**src/rtl/time_entry_if.sv**
```systemverilog
// Keypad / countdown-chain bus for the time entry block.
// The master side drives keypad and control inputs; the slave side returns digits and load strobe.
interface time_entry_if;
  logic       key_valid;
  logic [3:0] key_code;
  logic       start;
  logic       running;
  logic [3:0] min_digit;
  logic [3:0] sec_tens;
  logic [3:0] sec_ones;
  logic       loadn;
  logic       busy;

  modport master (
    output key_valid, key_code, start, running,
    input  min_digit, sec_tens, sec_ones, loadn, busy
  );

  modport slave (
    input  key_valid, key_code, start, running,
    output min_digit, sec_tens, sec_ones, loadn, busy
  );
endinterface

```
**src/rtl/time_entry.sv**
```systemverilog
// Time entry: collects M:ST:SO digits from a keypad, normalizes seconds >= 60 into minutes
// (saturating at 9:59), then pulses loadn low for one cycle to load the countdown chain.
module time_entry (
  input  logic         clock,
  input  logic         clear,
  time_entry_if.slave  bus
);

  typedef enum logic [1:0] {StIdle, StNorm, StLoad} state_e;

  state_e     state_q, state_d;
  logic [3:0] min_q, min_d;
  logic [3:0] tens_q, tens_d;
  logic [3:0] ones_q, ones_d;
  logic       loadn_q, loadn_d;
  logic       fresh_q, fresh_d;
  logic       key_ok;
  logic       start_ok;

  // Qualify keypad digits and start requests; start takes priority over a same-cycle key.
  always_comb begin
    key_ok   = bus.key_valid && (bus.key_code <= 4'd9) && !bus.running && !bus.start;
    start_ok = bus.start && !bus.running && ((min_q | tens_q | ones_q) != 4'd0);
  end

  // Next-state and datapath: digit shift in IDLE, minute normalization in NORM, strobe in LOAD.
  always_comb begin
    state_d = state_q;
    min_d   = min_q;
    tens_d  = tens_q;
    ones_d  = ones_q;
    fresh_d = fresh_q;
    unique case (state_q)
      StIdle: begin
        if (start_ok) begin
          state_d = StNorm;
        end else if (key_ok) begin
          if (fresh_q) begin
            // First key after a load starts a new entry from 0:00.
            min_d   = 4'd0;
            tens_d  = 4'd0;
            ones_d  = bus.key_code;
            fresh_d = 1'b0;
          end else begin
            min_d  = tens_q;
            tens_d = ones_q;
            ones_d = bus.key_code;
          end
        end
      end
      StNorm: begin
        if (tens_q >= 4'd6) begin
          if (min_q <= 4'd8) begin
            tens_d = tens_q - 4'd6;
            min_d  = min_q + 4'd1;
          end else begin
            min_d  = 4'd9;
            tens_d = 4'd5;
            ones_d = 4'd9;
          end
        end
        state_d = StLoad;
      end
      StLoad: begin
        fresh_d = 1'b1;
        state_d = StIdle;
      end
      default: state_d = StIdle;
    endcase
    // Registered strobe: low exactly while the state register holds LOAD.
    loadn_d = (state_d != StLoad);
  end

  // State and digit registers with synchronous clear overriding everything.
  always_ff @(posedge clock) begin
    if (clear) begin
      state_q <= StIdle;
      min_q   <= 4'd0;
      tens_q  <= 4'd0;
      ones_q  <= 4'd0;
      loadn_q <= 1'b1;
      fresh_q <= 1'b0;
    end else begin
      state_q <= state_d;
      min_q   <= min_d;
      tens_q  <= tens_d;
      ones_q  <= ones_d;
      loadn_q <= loadn_d;
      fresh_q <= fresh_d;
    end
  end

  assign bus.min_digit = min_q;
  assign bus.sec_tens  = tens_q;
  assign bus.sec_ones  = ones_q;
  assign bus.loadn     = loadn_q;
  assign bus.busy      = (state_q != StIdle);

endmodule

```
**src/flat_wrapper.sv**
```systemverilog
// flat-port wrapper written by rule: the top's interface ports become plain ports
module time_entry_flat 
  (clock, clear, bus_key_valid, bus_key_code, bus_start, bus_running, bus_min_digit, bus_sec_tens, bus_sec_ones, bus_loadn, bus_busy);
  time_entry_if bus_i ();
  input  logic clock;
  input  logic clear;
  input wire logic [$bits(bus_i.key_valid)-1:0] bus_key_valid;
  input wire logic [$bits(bus_i.key_code)-1:0] bus_key_code;
  input wire logic [$bits(bus_i.start)-1:0] bus_start;
  input wire logic [$bits(bus_i.running)-1:0] bus_running;
  output wire logic [$bits(bus_i.min_digit)-1:0] bus_min_digit;
  output wire logic [$bits(bus_i.sec_tens)-1:0] bus_sec_tens;
  output wire logic [$bits(bus_i.sec_ones)-1:0] bus_sec_ones;
  output wire logic [$bits(bus_i.loadn)-1:0] bus_loadn;
  output wire logic [$bits(bus_i.busy)-1:0] bus_busy;
  assign bus_i.key_valid = bus_key_valid;
  assign bus_i.key_code = bus_key_code;
  assign bus_i.start = bus_start;
  assign bus_i.running = bus_running;
  assign bus_min_digit = bus_i.min_digit;
  assign bus_sec_tens = bus_i.sec_tens;
  assign bus_sec_ones = bus_i.sec_ones;
  assign bus_loadn = bus_i.loadn;
  assign bus_busy = bus_i.busy;
  time_entry u_core (.clock(clock), .clear(clear), .bus(bus_i));
endmodule
```
**config.mk**
```make
export PLATFORM = sky130hd
export DESIGN_NAME = time_entry_flat
export DESIGN_NICKNAME = d
export VERILOG_FILES = /design/src/rtl/time_entry_if.sv /design/src/rtl/time_entry.sv /design/src/flat_wrapper.sv
export SDC_FILE = /design/constraint.sdc
export NUM_CORES = 1
export LEC_CHECK = 0
export ABC_AREA = 1
export CORE_MARGIN = 4
export CORE_UTILIZATION = 47
export CTS_CLUSTER_DIAMETER = 80
export CTS_CLUSTER_SIZE = 25
export DETAILED_ROUTE_END_ITERATION = 12
export GPL_TIMING_DRIVEN = 1
export PLACE_DENSITY = 0.77
export SYNTH_ARGS = -nofsm -noshare
export SYNTH_HDL_FRONTEND = slang
export SYNTH_SLANG_ARGS = --single-unit
```
**constraint.sdc**
```tcl
create_clock -name clock -period 1.4 [get_ports clock]
set_input_delay 0.28 -clock clock [delete_from_list [all_inputs] [get_ports clock]]
set_output_delay 0.28 -clock clock [all_outputs]
set_load 0.1 [all_outputs]
```
## Yosys cells after proc, flatten, opt, wreduce, memory -nomap -nowiden

Cells that the tools add are included.
W data, S select, Z words.

| storage, ports and cells | value |
|---|---|
| flip-flop bits (word level) | 16 |
| bits of input ports | 9 |
| output and inout port bits | 14 |
| logic and storage cells | 57 |

| operators by class | value |
|---|---|
| $add $sub $neg | 2 |
| $lt $le $gt $ge | 3 |
| eq/ne operators | 7 |
| multiplexer cells | 22 |
| bitwise operators | 2 |
| reductions and logical operators | 15 |

Operator list:

| operator | count |
|---|---|
| $mux W4 | 14 |
| $pmux W4 S2 | 3 |
| $le A4 B4 Y1 const B | 2 |
| $or A4 B4 Y4 | 2 |
| $ne A2 B2 Y1 const B | 3 |
| $reduce_bool A2 Y1 | 3 |
| $logic_and A1 B1 Y1 | 5 |
| $reduce_and A5 Y1 | 1 |
| $add A4 B1 Y4 const B | 1 |
| $ge A4 B3 Y1 const B | 1 |
| $ne A2 B1 Y1 const B | 2 |
| $pmux W2 S2 | 1 |
| $reduce_and A4 Y1 | 1 |
| $reduce_bool A4 Y1 | 1 |
| $sub A4 B3 Y4 const B | 1 |
| $reduce_and A3 Y1 | 1 |
| $eq A2 B1 Y1 const B | 1 |
| $eq A2 B2 Y1 const B | 1 |
| $logic_not A1 Y1 | 2 |
| $logic_not A2 Y1 | 1 |
| $mux W1 | 2 |
| $mux W2 | 1 |
| $pmux W1 S2 | 1 |

## Longest topological paths before layout

Gate-level depths: netlist of the first run.

| depth | value |
|---|---|
| word-level depth | 7 |
| depth in mapped cells | 10 |
| mapped depth without buffers | 10 |

## Worst setup path after synthesis of the first run

OpenSTA, ideal clock, no wires.

| timing path | value |
|---|---|
| kind | reg-to-reg |
| from | register u_core.min_q[0] (netlist: u_core.bus.min_digit[0]) |
| to | register u_core.min_q[1] (netlist: u_core.bus.min_digit[1]) |
| library setup time | 0.117 ns |
| arrival time | 1.935 ns |
| required time | 1.283 ns |
| setup slack | -0.652 ns |
| stages on the path, launching flop included | 11 |
| buffers on the path | 0 |
| period minus slack after synthesis | 2.052 ns |
| cells stage by stage | dfxtp_1 -> inv_1 -> ha_1 -> nand2_1 -> nand2_1 -> nand2_4 -> inv_2 -> nand2_1 -> nand2_1 -> o21ai_1 -> nor2_1 |

| between the ends | value |
|---|---|
| word-level cells in the longest chain between the ends | 6 |
| elaborated cells on any way between the ends | 11 |
| those cells by class | 1 x add/sub; 1 x order compare; 1 x eq/ne; 3 x mux; 2 x bitwise; 3 x reduce/logical |

RTL lines:

| element | RTL line | RTL |
|---|---|---|
| start: declaration | time_entry.sv:12 | `logic [3:0] min_q, min_d;` |
| start signal: assignment | time_entry.sv:85 | `min_q <= min_d;` |
| parallel branches: the longest is 6 deep, another holds $add A4 B1 Y4 | -- |  |

Several ways; the timed one is not identified. The select of a mux whose other input is x is not followed.
A chain may end at the register's enable or synchronous reset.

## Worst setup path in the final report of the first run

| timing path | value |
|---|---|
| from | register u_core.min_q[0] (netlist: u_core.bus.min_digit[0]) |
| to | register u_core.tens_q[2] (netlist: u_core.bus.sec_tens[2]) |

| between the ends | value |
|---|---|
| word-level cells in the longest chain between the ends | 6 |
| elaborated cells on any way between the ends | 10 |
| those cells by class | 1 x order compare; 1 x eq/ne; 3 x mux; 2 x bitwise; 3 x reduce/logical |

RTL lines:

| element | RTL line | RTL |
|---|---|---|
| parallel branches: the longest is 6 deep, another holds $le A4 B4 Y1 | -- |  |
| end signal: assignment | time_entry.sv:86 | `tens_q <= tens_d;` |
| end: declaration | time_entry.sv:13 | `logic [3:0] tens_q, tens_d;` |

Several ways; the timed one is not identified. The select of a mux whose other input is x is not followed.

==> results of run 1 <==
cell usage in the layout, fill, tap and decap left out, drive strengths merged:
master	instances
ha	3
xnor2	1
inv	20
nor3	4
a21oi	11
nor2	20
xor2	1
clkdlybuf4s50	8
clkbuf	4
buf	16
dfxtp	16
nand4	2
nand2	40
clkinv	2
nand3	7
o21ai	8
what timing repair did:
item	CTS	global route
hold endpoints to repair	0	0
pin swaps	0	3
gates resized for setup	1	6
endpoints found under the setup margin	1	4
how the worst max path moves through the flow:
stage | end | slack (ns) | cells after the start
6_report | u_core.bus.sec_tens[2] | 0.09 | 9
5_1_grt | u_core.bus.sec_ones[1] | 0.004 | 8
4_1_cts | bus_busy | 0.03 | 3
3_5_place_dp | u_core.bus.sec_tens[3] | -0.16 | 8
3_3_place_gp | u_core.bus.sec_tens[3] | -0.12 | 10
2_1_floorplan | u_core.bus.min_digit[1] | -0.01 | 10
worst max-delay path: stages (launching register included):
cell and delay [ns]:
dfxtp_4 0.38, inv_4 0.07, ha_2 0.16, nand2_1 0.05, nand2_2 0.07, nand2_4 0.08, o21ai_0 0.20, nand2_1 0.09
nand2_1 0.08, nor2_2 0.04
layer usage:
| metal | wire length, um | vias to the layer above | part of all wire |
|---|---|---|---|
| met1 | 972 | 427 | 0.43 |
| met4 | 21 | 0 | 0.0092 |
| li1 | - | 479 | - |
| met2 | 1150 | 37 | 0.50 |
| met3 | 133 | 4 | 0.059 |
| met5 | 0 | - | 0 |
where the power goes:
part | total [mW] | switching (mW) | internal (mW) | leakage [nW]
Clock | 0.252 | 0.141 | 0.111 | 0.0150
Combinational | 0.834 | 0.541 | 0.294 | 0.467
Sequential | 0.589 | 0.0787 | 0.510 | 0.138
Total | 1.67 | 0.760 | 0.915 | 0.619
state kept, by name (all words and copies together) (netlist names):
signal and flops:
u_core.bus.loadn 1, u_core.state_q 2, u_core.fresh_q 1, u_core.bus.sec_ones 4, u_core.bus.min_digit 4, u_core.bus.sec_tens 4
area by class of cell:
type	instances	area, um2	share of cell area
Inverter	22	90.1	0.0652
Clock buffer	4	26.3	0.0190
Tap cell	25	31.3	0.0226
Timing Repair Buffer	24	375	0.271
Multi-Input combinational cell	97	510	0.369
Sequential cell	16	349	0.252
per-stage QoR:
step	total power [mW]	cell area (um2)	utilization
global placement	1.40	1340	0.757
finish	1.67	1380	0.784
global route	1.75	1380	0.784
detailed placement	1.42	1340	0.757
floorplan	1.12	930	-
CTS	1.67	1370	0.774
cells by family after synthesis:
group	Yosys count	share of synthesized area
buf+inv	22	0.0971
simple gates	73	0.369
compound gates	19	0.118
flops	16	0.355
xor+xnor	2	0.0194
fa+ha+maj	3	0.0416
==> metrics.md, run 1 <==
| Metric | Value |
|---|---|
| Worst Tran Pin Value | 0.276 ns |
| Worst reg2reg path depth | 9 |
| TritonCTS clock tree | yes |
| Vias in the first global route | around 890 |
| CP startpoint kind | register |
| Arr. time, crit path | 1.51 ns |
| Hold Path Depth | 2 |
| Min-Delay Path Class | register to register |
| Drt initial violations | 30 |
| Hold path start | u_core.bus.sec_ones[1] |
| Status | finished clean |
| Die Y | 51.8 um |
| Register area share after synthesis | 0.355 |
| CTS Buf Count | 3 |
| Post-synth top cells | 35 x nand2_1, 16 x dfxtp_1, 15 x inv_1, 15 x nor2_1, 8 x a21oi_1 |
| Hpwl dp | 1810 um |
| Leakage Power | roughly 0.62 nW |
| Cell area power density | 1210 nW/um2 |
| Initial antenna violation count | 0 |
| Skew final | 0.0106 ns |
| DRT Pass-1 Iters | 4 |
| Met2 GRT Util | 0.316 |
| Ant. Diodes | 0 |
| Final min period | 1.31 ns |
| Io pins | 23 |
| Die Footprint | 2680 um2 |
| Die W | 51.8 um |
| Worst EP required | 1.60 ns |
| Met3 usage | 0.0659 |
| Drt wl/cell | roughly 12 um |
| Hold slack | 0.504 ns |
| Largest net degree at the start of global routing | 10 |
| Worst-path clk slew | 0.09 ns |
| Root Buffer | clkbuf_4 |
| I/O Buffers | 22 |
| # setup viols final | 0 |
| Filler cells | 131 |
| Async S/R FF share, synth | 0 |
| Layout overhead on the synthesized area | 53.3% |
| RSZ-0062 raised after global routing | no |
| CORE AREA | 1760 um2 |
| Max VDD drop | 0.000962 V |
| Clk buf depth | 2 |
| Vias per cell | 5.04 |
| #FFs+latches synth | 16 |
| Largest cells by area after synthesis | dfxtp_1 36%, nand2_1 15%, inv_1 6.2%, nor2_1 6.2%, a21oi_1 4.4% |
| Hold Crit Endpoint | u_core.bus.sec_ones[1] |
| Area leader, netlist | dfxtp_1 |
| Rows | 15 |
| GRT Overall Usage | 0.191 |
| FF-to-FF Start | u_core.bus.min_digit[0] |
| Grt total ovfl | 0 |
| Synth top area share | 0.355 |
| Max H-tree Level | 1 |
| Mapped Nets | 147 |
| WL final | 2270 um |
| Final #Nets | 176 |
| Mean area per synthesized cell | 6.68 um2 |
| Setup tns final | 0 ns |
| CTS Sinks | 16 |
| Gpl congestion | 0.923 |
| Setup bufs post-CTS | 0 |
| Final Cycle Share | 0.935 |
| Reg-to-reg slack, setup | ~0.09 ns |
| First-pass GRT wire length | 3800 um |
| DR DRC count | 0 |
| Most common cell in the netlist | nand2_1 |
| Max_slew headroom | 0.814 |
| Synth cell types | 21 |
| DP Worst Slack | -0.156 ns |
| Fin. Hold Viols | 0 |
| Worst-path maximum fanout | 5 |
| Setup WS post-layout | ~0.090 ns |
| Post-Syn Instances | approximately 140 |
| Initial core utilization | 0.511 |
| Worst setup EP type | register |
| Slew Viols, Final | 0 |
| Fin cells | between 150 and 200 |
| Reg2Reg Capture Point | u_core.bus.sec_tens[2] |
| Main synth FF type | dfxtp_1 |
| GRT busiest layer | met2 |
| Worst setup startpoint | u_core.bus.min_digit[0] |
| Fmax | 0.764 GHz |
| Yosys warnings | 0 |
| Post-CTS Hold Buffers | 0 |
| WS Path Type | register to register |
| Max cap viols | 0 |
| Post-Place Cells | 184 |
| Antenna-violating nets left | 0 |
| EDFF count, synth | 0 |
| Routing usage on met1 | 0.228 |
| Vias after detailed routing | 947 |
| Share of cells above drive strength 1 | 0.350 |
| Mapped Area | 902 um2 |
| Worst-Skew Late Latency | 0.29 ns |
Power figures use the tool's default switching activity.
==> run 2, diff against run 1 <==
GPL_TIMING_DRIVEN = 0   (was 1)
==> run 2 against run 1 <==
  * Non-clock buffer count is 2 lower
  * Via count is 2.3% lower
  * Critical endpoint is now bus_sec_ones[2]
  * Hold slack worse by 0.019 ns
  * Clock power hardly changed
  * Register-to-register slack better by 0.05 ns
  * Die area stayed put
  * Routed wire length is 9.3% lower
==> metrics.md, run 2 (synthesis results as in run 1) <==
| Metric | Value |
|---|---|
| Setup bufs post-CTS | 0 (unchanged) |
| Final Cycle Share | 0.973 (+0.0374) |
| First-pass GRT wire length | 3590 um (-5.4%) |
| Vias after detailed routing | 925 (-2.3%) |
| Met3 routed WL | 84 um (-37%) |
| Initial antenna violation count | 0 (unchanged) |
| Root Buffer | clkbuf_4 |
| # setup viols final | 0 (unchanged) |
| Post_cts resized | 75 (+74) |
| I/O Buffers | 22 (unchanged) |
| DRT met1 WL | 925 um (-4.8%) |
| Drt initial violations | 16 (-47%) |
| Post-Place Cells | 182 (-1.1%) |
| Fin. Hold Viols | 0 (unchanged) |
| Filler cells | 166 (+27%) |
| Worst-Skew Late Latency | 0.29 ns (about the same) |
| Levels on crit path | 1 (-8) |
| WL final | 2060 um (-9.3%) |
| Vias in the first global route | 843 (-5.7%) |
| Leakage Power | 0.561 nW (-9.5%) |
| DRT Pass-1 Iters | 4 (unchanged) |
| Initial core utilization | 0.511 (unchanged) |
| Share of cells above drive strength 1 | 0.329 (-0.0205) |
| CP top delay family | buffers and inverters |
| CP max stage delay | 0.43 ns (+0.05 ns) |
| Grt total ovfl | 0 (unchanged) |
| Finished Cell Area | 1170 um2 (-15%) |
| GRT Overall Usage | 0.178 (-0.0125) |
| Area post-placement | 1180 um2 (-12%) |
| Die Footprint | 2680 um2 (unchanged) |
| Fmax | 0.734 GHz (-3.8%) |
| Worst Tran Pin Value | 0.496 ns (+0.220 ns) |
| CTS Sinks | 16 (unchanged) |
| WS Path Type | register to output port |
| Worst-path maximum fanout | 4 (-1) |
| Most frequent cells in the layout | 35 x nand2_1, 14 x inv_1, 14 x nor2_1 |
| Rows | 15 (unchanged) |
| Skew final | 0.00766 ns (-0.00291 ns) |
| Post-CTS Hold Buffers | 0 (unchanged) |
| Largest net degree at the start of global routing | 10 (unchanged) |
| Worst EP required | 1.12 ns (-0.48 ns) |
| Antenna-violating nets left | 0 (unchanged) |
| Max VDD drop | 0.000790 V (-18%) |
| Cell area power density | 1290 nW/um2 (+6.5%) |
| CP startpoint kind | register |
| TritonCTS clock tree | yes |
| FF-to-FF Start | u_core.bus.min_digit[0] |
| Setup tns final | 0 ns (unchanged) |
| Met2 wire len | 1030 um (-9.9%) |
| CP cell instances | buf_2 |
| DP Worst Slack | -0.542 ns (-0.386 ns) |
| Status | finished clean |
| Min-Delay Path Class | register to register |
| Io pins | 23 (unchanged) |
| Final #Nets | 174 (-1.1%) |
| Worst setup startpoint | u_core.bus.sec_ones[2] |
| RSZ-0062 raised after global routing | no |
| CTS Buf Count | 3 (unchanged) |
| Commonest non-fill, non-tap cell in the layout | nand2_1 |
| Drt wl/cell | 11.1 um (-8.4%) |
| Vias per cell | 4.97 (-1.3%) |
| Slowest CP cell | buf_2 |
| Worst reg2reg path depth | 10 (+1) |
| Clk buf depth | 2 (unchanged) |
| Arr. time, crit path | 1.08 ns (-0.43 ns) |
| Fin cells | 186 (-1.1%) |
| Worst setup EP type | output port |
| Max cap viols | 0 (unchanged) |
| Max H-tree Level | 1 (unchanged) |
| Bufs and invs on worst path | 1 (unchanged) |
| Final min period | 1.36 ns (+0.0523 ns) |
| Setup WS post-layout | 0.0380 ns (-0.0523 ns) |
| Hpwl dp | 1600 um (-12%) |
| Slew Viols, Final | 0 (unchanged) |
| Max_slew headroom | 0.672 (-0.142) |
| Gpl congestion | 0.869 (-5.9%) |
| Layout overhead on the synthesized area | 29.5% |
| Hold Path Depth | 2 (unchanged) |
| Worst-path clk slew | 0.09 ns (about the same) |
| DR DRC count | 0 (unchanged) |
| Die W | 51.8 um (unchanged) |
| Top layer in use | met4 |
| Tot Pwr | 1.51 mW (-9.9%) |
| Hold path start | u_core.bus.sec_ones[1] |
| Ant. Diodes | 0 (unchanged) |
| Die Y | 51.8 um (unchanged) |
| CORE AREA | 1760 um2 (unchanged) |
[run 2: through the flow]
stage,hold WS [ns],utilization
finish,0.485,0.662
global route,0.532,0.662
CTS,0.482,0.652
detailed placement,0.473,0.670
global placement,0.475,0.670
floorplan,0.333,-
[run 2: layout make-up]
class | count | area (um2) | area share
Clock buffer | 4 | 26.3 | 0.0225
Tap cell | 25 | 31.3 | 0.0268
Timing Repair Buffer | 22 | 171 | 0.147
Sequential cell | 16 | 350 | 0.300
Multi-Input combinational cell | 97 | 502 | 0.429
Inverter | 22 | 87.6 | 0.0749
[run 2: report_power, final]
part / internal [mW] / switching, mW / leakage (nW) / total (mW)
sequential: 0.510 / 0.0536 / 0.138 / 0.563
clock: 0.111 / 0.144 / 0.0150 / 0.255
combinational: 0.169 / 0.521 / 0.408 / 0.690
total: 0.789 / 0.719 / 0.561 / 1.51
[run 2: per-layer routing]
layer  global-route usage  vias up
li1                     -      477
met1                0.218      424
met2                0.290       22
met3               0.0430        2
met4               0.0873        0
met5                    0        -
[run 2: final timing paths]
kind | to | slack (ns)
worst max-delay path | bus_sec_ones[2] | 0.04
worst min-delay path | u_core.bus.sec_ones[1] | 0.49
worst max register to register | u_core.bus.min_digit[1] | 0.14
worst min register to register | u_core.bus.sec_ones[1] | 0.49
